`src/rtl/tt_scan_ctrl.sv`:
```
// ---------------------------------------------------------------------------
// tt_scan_ctrl
//
// Purpose:
//   Steps the select inputs of a mux-based truth-table block through every
//   input combination. For each row it samples the block's output Y. It
//   assembles the measured table and compares it against an expected table
//   that is latched when the scan starts.
//
// Parameters:
//   N_IN    - number of function inputs driven (ROWS = 2**N_IN)
//   SETTLE  - idle cycles per row before Y is sampled (0..15)
//   SEL_REV - 1 = sel_out bit order reversed (row bit 0 -> sel_out[N_IN-1])
//
// Ports:
//   clk          in   clock, rising edge
//   rst_n        in   asynchronous active-low reset
//   start        in   begin a scan (accepted only when idle)
//   abort        in   cancel a running scan
//   expected     in   [ROWS]   expected table, bit i = Y of row i
//   y_in         in   output Y of the function under scan
//   sel_out      out  [N_IN]   drives the function inputs
//   busy         out  high while a scan is in progress
//   done         out  one-cycle pulse when a scan completes
//   result       out  [ROWS]   measured table
//   pass         out  measured table equals the latched expected table
//   mismatch_cnt out  [N_IN+1] number of differing rows
//   first_fail   out  [N_IN]   lowest mismatching row
//   fail_valid   out  at least one row mismatched
// ---------------------------------------------------------------------------
module tt_scan_ctrl #(
  parameter int N_IN    = 3,
  parameter int SETTLE  = 1,
  parameter bit SEL_REV = 1'b0
) (
  input  logic                   clk,
  input  logic                   rst_n,
  input  logic                   start,
  input  logic                   abort,
  input  logic [(2**N_IN)-1:0]   expected,
  input  logic                   y_in,
  output logic [N_IN-1:0]        sel_out,
  output logic                   busy,
  output logic                   done,
  output logic [(2**N_IN)-1:0]   result,
  output logic                   pass,
  output logic [N_IN:0]          mismatch_cnt,
  output logic [N_IN-1:0]        first_fail,
  output logic                   fail_valid
);

  localparam int ROWS = 2**N_IN;
  localparam logic [3:0] SETTLE_L = 4'(SETTLE);
  localparam logic [N_IN-1:0] LAST_ROW = N_IN'(ROWS - 1);

  typedef enum logic [1:0] {
    S_IDLE,
    S_SETTLE,
    S_SAMPLE,
    S_DONE
  } state_t;

  state_t              r_state;
  logic [N_IN-1:0]     r_row;
  logic [3:0]          r_cnt;
  logic [ROWS-1:0]     r_exp;
  logic [N_IN-1:0]     r_sel;
  logic                r_busy;
  logic                r_done;
  logic [ROWS-1:0]     r_result;
  logic                r_pass;
  logic [N_IN:0]       r_mmCnt;
  logic [N_IN-1:0]     r_firstFail;
  logic                r_failValid;

  logic                w_rowMiss;
  logic [N_IN:0]       w_mmNext;
  logic [N_IN-1:0]     w_rowNext;

  // Row index to select pattern; reversal supports tables wired MSB-first.
  function automatic logic [N_IN-1:0] mapSel(input logic [N_IN-1:0] row);
    logic [N_IN-1:0] rev;
    rev = '0;
    for (int i = 0; i < N_IN; i++) begin
      rev[i] = row[N_IN-1-i];
    end
    return SEL_REV ? rev : row;
  endfunction

  assign w_rowMiss = (y_in != r_exp[r_row]);
  assign w_mmNext  = r_mmCnt + (N_IN+1)'(w_rowMiss);
  assign w_rowNext = r_row + N_IN'(1);

  // Single sequencer: every output is a register. sel_out and busy are
  // loaded on the edge that enters a row, so they are valid for the whole row.
  always_ff @(posedge clk or negedge rst_n) begin
    if (!rst_n) begin
      r_state     <= S_IDLE;
      r_row       <= '0;
      r_cnt       <= '0;
      r_exp       <= '0;
      r_sel       <= '0;
      r_busy      <= 1'b0;
      r_done      <= 1'b0;
      r_result    <= '0;
      r_pass      <= 1'b0;
      r_mmCnt     <= '0;
      r_firstFail <= '0;
      r_failValid <= 1'b0;
    end else begin
      r_done <= 1'b0;
      case (r_state)
        S_IDLE: begin
          r_sel  <= '0;
          r_busy <= 1'b0;
          // abort has priority over start even when the controller is idle
          if (start && !abort) begin
            r_exp       <= expected;
            r_result    <= '0;
            r_mmCnt     <= '0;
            r_firstFail <= '0;
            r_failValid <= 1'b0;
            r_pass      <= 1'b0;
            r_row       <= '0;
            r_cnt       <= SETTLE_L;
            r_sel       <= mapSel('0);
            r_busy      <= 1'b1;
            r_state     <= (SETTLE == 0) ? S_SAMPLE : S_SETTLE;
          end
        end

        S_SETTLE: begin
          if (abort) begin
            r_sel   <= '0;
            r_busy  <= 1'b0;
            r_pass  <= 1'b0;
            r_state <= S_IDLE;
          end else if (r_cnt == 4'd1) begin
            r_state <= S_SAMPLE;
          end else begin
            r_cnt <= r_cnt - 4'd1;
          end
        end

        S_SAMPLE: begin
          if (abort) begin
            r_sel   <= '0;
            r_busy  <= 1'b0;
            r_pass  <= 1'b0;
            r_state <= S_IDLE;
          end else begin
            r_result[r_row] <= y_in;
            r_mmCnt         <= w_mmNext;
            if (w_rowMiss && !r_failValid) begin
              r_firstFail <= r_row;
              r_failValid <= 1'b1;
            end
            if (r_row == LAST_ROW) begin
              // pass includes the row sampled on this same edge
              r_pass  <= (w_mmNext == '0);
              r_done  <= 1'b1;
              r_busy  <= 1'b0;
              r_sel   <= '0;
              r_state <= S_DONE;
            end else begin
              r_row   <= w_rowNext;
              r_cnt   <= SETTLE_L;
              r_sel   <= mapSel(w_rowNext);
              r_state <= (SETTLE == 0) ? S_SAMPLE : S_SETTLE;
            end
          end
        end

        S_DONE: begin
          r_state <= S_IDLE;
        end

        default: begin
          r_state <= S_IDLE;
        end
      endcase
    end
  end

  assign sel_out      = r_sel;
  assign busy         = r_busy;
  assign done         = r_done;
  assign result       = r_result;
  assign pass         = r_pass;
  assign mismatch_cnt = r_mmCnt;
  assign first_fail   = r_firstFail;
  assign fail_valid   = r_failValid;

endmodule

```
`config.mk`:
```
export PLATFORM = sky130hd
export DESIGN_NAME = tt_scan_ctrl
export DESIGN_NICKNAME = d
export VERILOG_FILES = /design/src/rtl/tt_scan_ctrl.sv
export SDC_FILE = /design/constraint.sdc
export NUM_CORES = 1
export LEC_CHECK = 0
export CAP_MARGIN = 20
export CORE_ASPECT_RATIO = 1.1
export CORE_MARGIN = 4
export CORE_UTILIZATION = 40
export CTS_BUF_LIST = sky130_fd_sc_hd__clkbuf_8
export DETAILED_ROUTE_END_ITERATION = 8
export REMOVE_ABC_BUFFERS = 1
export SLEW_MARGIN = 20
export SYNTH_ARGS = -nofsm -noshare
export SYNTH_HDL_FRONTEND = slang
export SYNTH_SLANG_ARGS = --single-unit
export TNS_END_PERCENT = 5
```
`constraint.sdc`:
```
create_clock -name clk -period 2.95 [get_ports clk]
set_clock_uncertainty 0.05 [all_clocks]
set_input_delay 0.295 -clock clk [delete_from_list [all_inputs] [get_ports clk]]
set_output_delay 0.295 -clock clk [all_outputs]
set_load 0.1 [all_outputs]
```
==> metrics.txt <==
status=finished clean; hpwl dp=3.26 mm; Vias=approximately 1600; Reg clk slew, reported paths=roughly 0.08 ns; Syn. warnings=0; hold-fix buffers at CTS=0; gr usage total=between 10% and 20%; Initial DRC Count=70; Clock Path Buffers=2; DR WL/cell=15.0 µm; post-synthesis cell area=about 0.0020 mm²; setup bufs post-CTS=0; FF-to-FF path depth=10; min Tclk post-route=around 2.5 ns; Final #Nets=around 250; Layout area overhead=20.7%; GR Overflow Total=0; synthesized flop and latch total=39; Period Utilization, post-route=85.4%; starting density of the core=a little over two fifths; Reg-to-Reg End=pass; Inserted Clock Buffers=5; register area share after synthesis=49.1%; leakage power=1.16 nW; internal power=approximately 0.0011 W; max_cap viols=0; fraction of registers with async set/reset=100%; die extent in y=between 80 and 90 µm; element type at the critical path end=flop; largest net degree at the start of global routing=40; Startpoint Class=flop; Hold WC Path Type=primary input to asynchronous set/reset pin; io pins=35; htree depth=2; layout cells sized above 1=between 10% and 20%; EDFF count, synth=0; ANT cells=0; CP required=approximately 3.1 ns; r2r startpoint=r_row[0]; antenna-violating nets left=0; Seq pwr share=approximately two fifths; Mapped Cells=194; syn_area_per_cell=10.2 µm²; power density cells=813 mW/mm²; Die X=around 75 µm; cell row count=26; Max Clk Rate=about 400 MHz; Final Power=about 0.0019 W; Final Max Tran Viols=0; Setup-failing EPs final=0; FF-to-FF setup slack=around 0.43 ns; DRT Pass-1 Iters=5; Clk pwr share=between 15 and 20%; die area=0.00616 mm²; Root Buffer=clkbuf_8; Tightest Pin Transition=between 0.8 and 0.9 ns; VDD IR max=between 400 and 500 µV; number of gates resized after CTS=0; # DRC=0; CP Max Fanout=18; initial antenna violation count=0; CTS tree=yes; Setup CP Type=flop to flop; Via density=5.44; switching power=between 0.0008 and 0.0009 W; Synth Flop Type=dfrtp_1; final WL=between 4 and 5 mm; setup TNS=0 ns; first-pass GRT wire length=~7.4 mm; Fillers=between 400 and 500; CTS sink cnt=39; worst rel slew slack=a little over two fifths; GP Congestion=~0.8; RSZ-0062 raised after global routing=false; Distinct cells, synth=34; crit path DAT=2.67 ns; core area=about 0.0047 mm²; Buffers on Ports=34; hold violation count in the final report=0; Comb pwr share=between 40% and 50%; Skew-Pair Late Insertion Delay=about 0.29 ns; vias in the first global route=around 1600; switch share=43.4%
-- area by class of cell --
class                   count  area, µm²  area share (%)
clock buffers               5       68.8            2.87
clock inverters             3       12.5           0.522
inverters                  11       41.3            1.72
multi-input cells         139        948            39.6
flip-flops and latches     39        976            40.7
well taps                  56       70.1            2.92
repair buffers             34        280            11.7
-- metrics by stage --
stage / hold WS [ns] / setup slack (ns) / std cells / area [µm²] / utilization (%)
after global routing: 0.154 / 0.229 / 287 / 2400 / 50.8
after CTS: 0.0972 / 0.408 / 287 / 2400 / 50.8
after detailed placement: 0.418 / 0.430 / 279 / 2320 / 49.1
final: 0.0644 / 0.431 / 287 / 2400 / 50.8
after floorplan: -0.0506 / 0.719 / 189 / 1970 / -
after global placement: 0.396 / 0.581 / 279 / 2320 / 49.1
-- worst max-delay path, stage by stage (launching register included) --
cell and delay (ns):
dfrtp_1 0.74, mux2i_1 0.29, o22ai_2 0.11, nor2_1 0.15, xnor2_1 0.09, ha_1 0.20
ha_1 0.22, xor2_1 0.17, nor3_1 0.16, nand3_1 0.09, o21ai_0 0.16
-- how the worst max path moves through the flow --
stage              from  slack [ns]   end
5_1_grt        r_row[0]        0.23  pass
3_5_place_dp   r_row[0]        0.43  pass
2_1_floorplan  r_row[0]        0.72  pass
4_1_cts        r_row[0]        0.41  pass
6_report       r_row[0]        0.43  pass
3_3_place_gp   r_row[0]        0.58  pass
-- state kept, by name, indices dropped and copies added (netlist names) --
register      cells
fail_valid        1
r_exp             8
sel_out           3
result            8
first_fail        3
r_cnt             4
mismatch_cnt      4
r_row             3
pass              1
r_state           2
done              1
busy              1
-- cells in the mapped netlist (2+ instances only) --
cell | instances | area [µm²]
a21o_1 | 2 | 15.0
o21a_1 | 3 | 22.5
nor3_1 | 3 | 15.0
o22ai_1 | 2 | 12.5
a22o_1 | 5 | 43.8
buf_2 | 2 | 10.0
nand2b_1 | 7 | 43.8
o21ai_0 | 30 | 150
o2bb2ai_1 | 3 | 26.3
nor2_1 | 16 | 60.1
and2_1 | 2 | 12.5
and4bb_1 | 2 | 25.0
clkbuf_1 | 3 | 11.3
xor2_1 | 4 | 35.0
mux2_2 | 9 | 101
xnor2_1 | 2 | 17.5
a21oi_1 | 4 | 20.0
nand3_1 | 6 | 30.0
o31ai_1 | 3 | 22.5
nand2_1 | 12 | 45.0
inv_1 | 10 | 37.5
mux2i_1 | 5 | 50.1
dfrtp_1 | 39 | 976
ha_1 | 10 | 125
-- power groups by stage --
| stage | Sequential, W | Combinational, W | Clock (W) |
|---|---|---|---|
| CTS | 0.000745 | 0.000873 | 0.000351 |
| floorplan | 0.000964 | 0.000445 | 0 |
| global route | 0.000760 | 0.000934 | 0.000373 |
| detailed placement | 0.000756 | 0.000870 | 0 |
| global placement | 0.000750 | 0.000865 | 0 |
| finish | 0.000742 | 0.000868 | 0.000338 |
-- placed cells by master (no fill, tap or decap), drive strengths merged, types with 6 or more instances in the layout --
cell type / count
o21ai: 31
dfrtp: 39
nand2: 12
nand2b: 7
clkdlybuf4s50: 11
buf: 23
nor2: 16
mux2: 9
inv: 13
ha: 10
nand3: 6
-- metal layers --
metal  wire length (µm)  track usage (%)
met1               1830             19.1
met2               2240             26.9
met3                212             4.16
met4                 40             5.07
met5                  0                0
-- cells by family (layout without fill, tap and decap cells) --
family | after synthesis | in the layout | synth area share (%)
AO/OA/AOI/OAI | 57 | 57 | 18.1
XOR/XNOR | 6 | 6 | 2.64
adder cells (fa/ha/maj) | 10 | 10 | 6.30
buffers and inverters | 16 | 53 | 3.15
flip-flops | 39 | 39 | 49.1
multiplexers | 14 | 14 | 7.62
AND/OR/NAND/NOR | 52 | 52 | 13.1
Power figures use the tool's default switching activity.
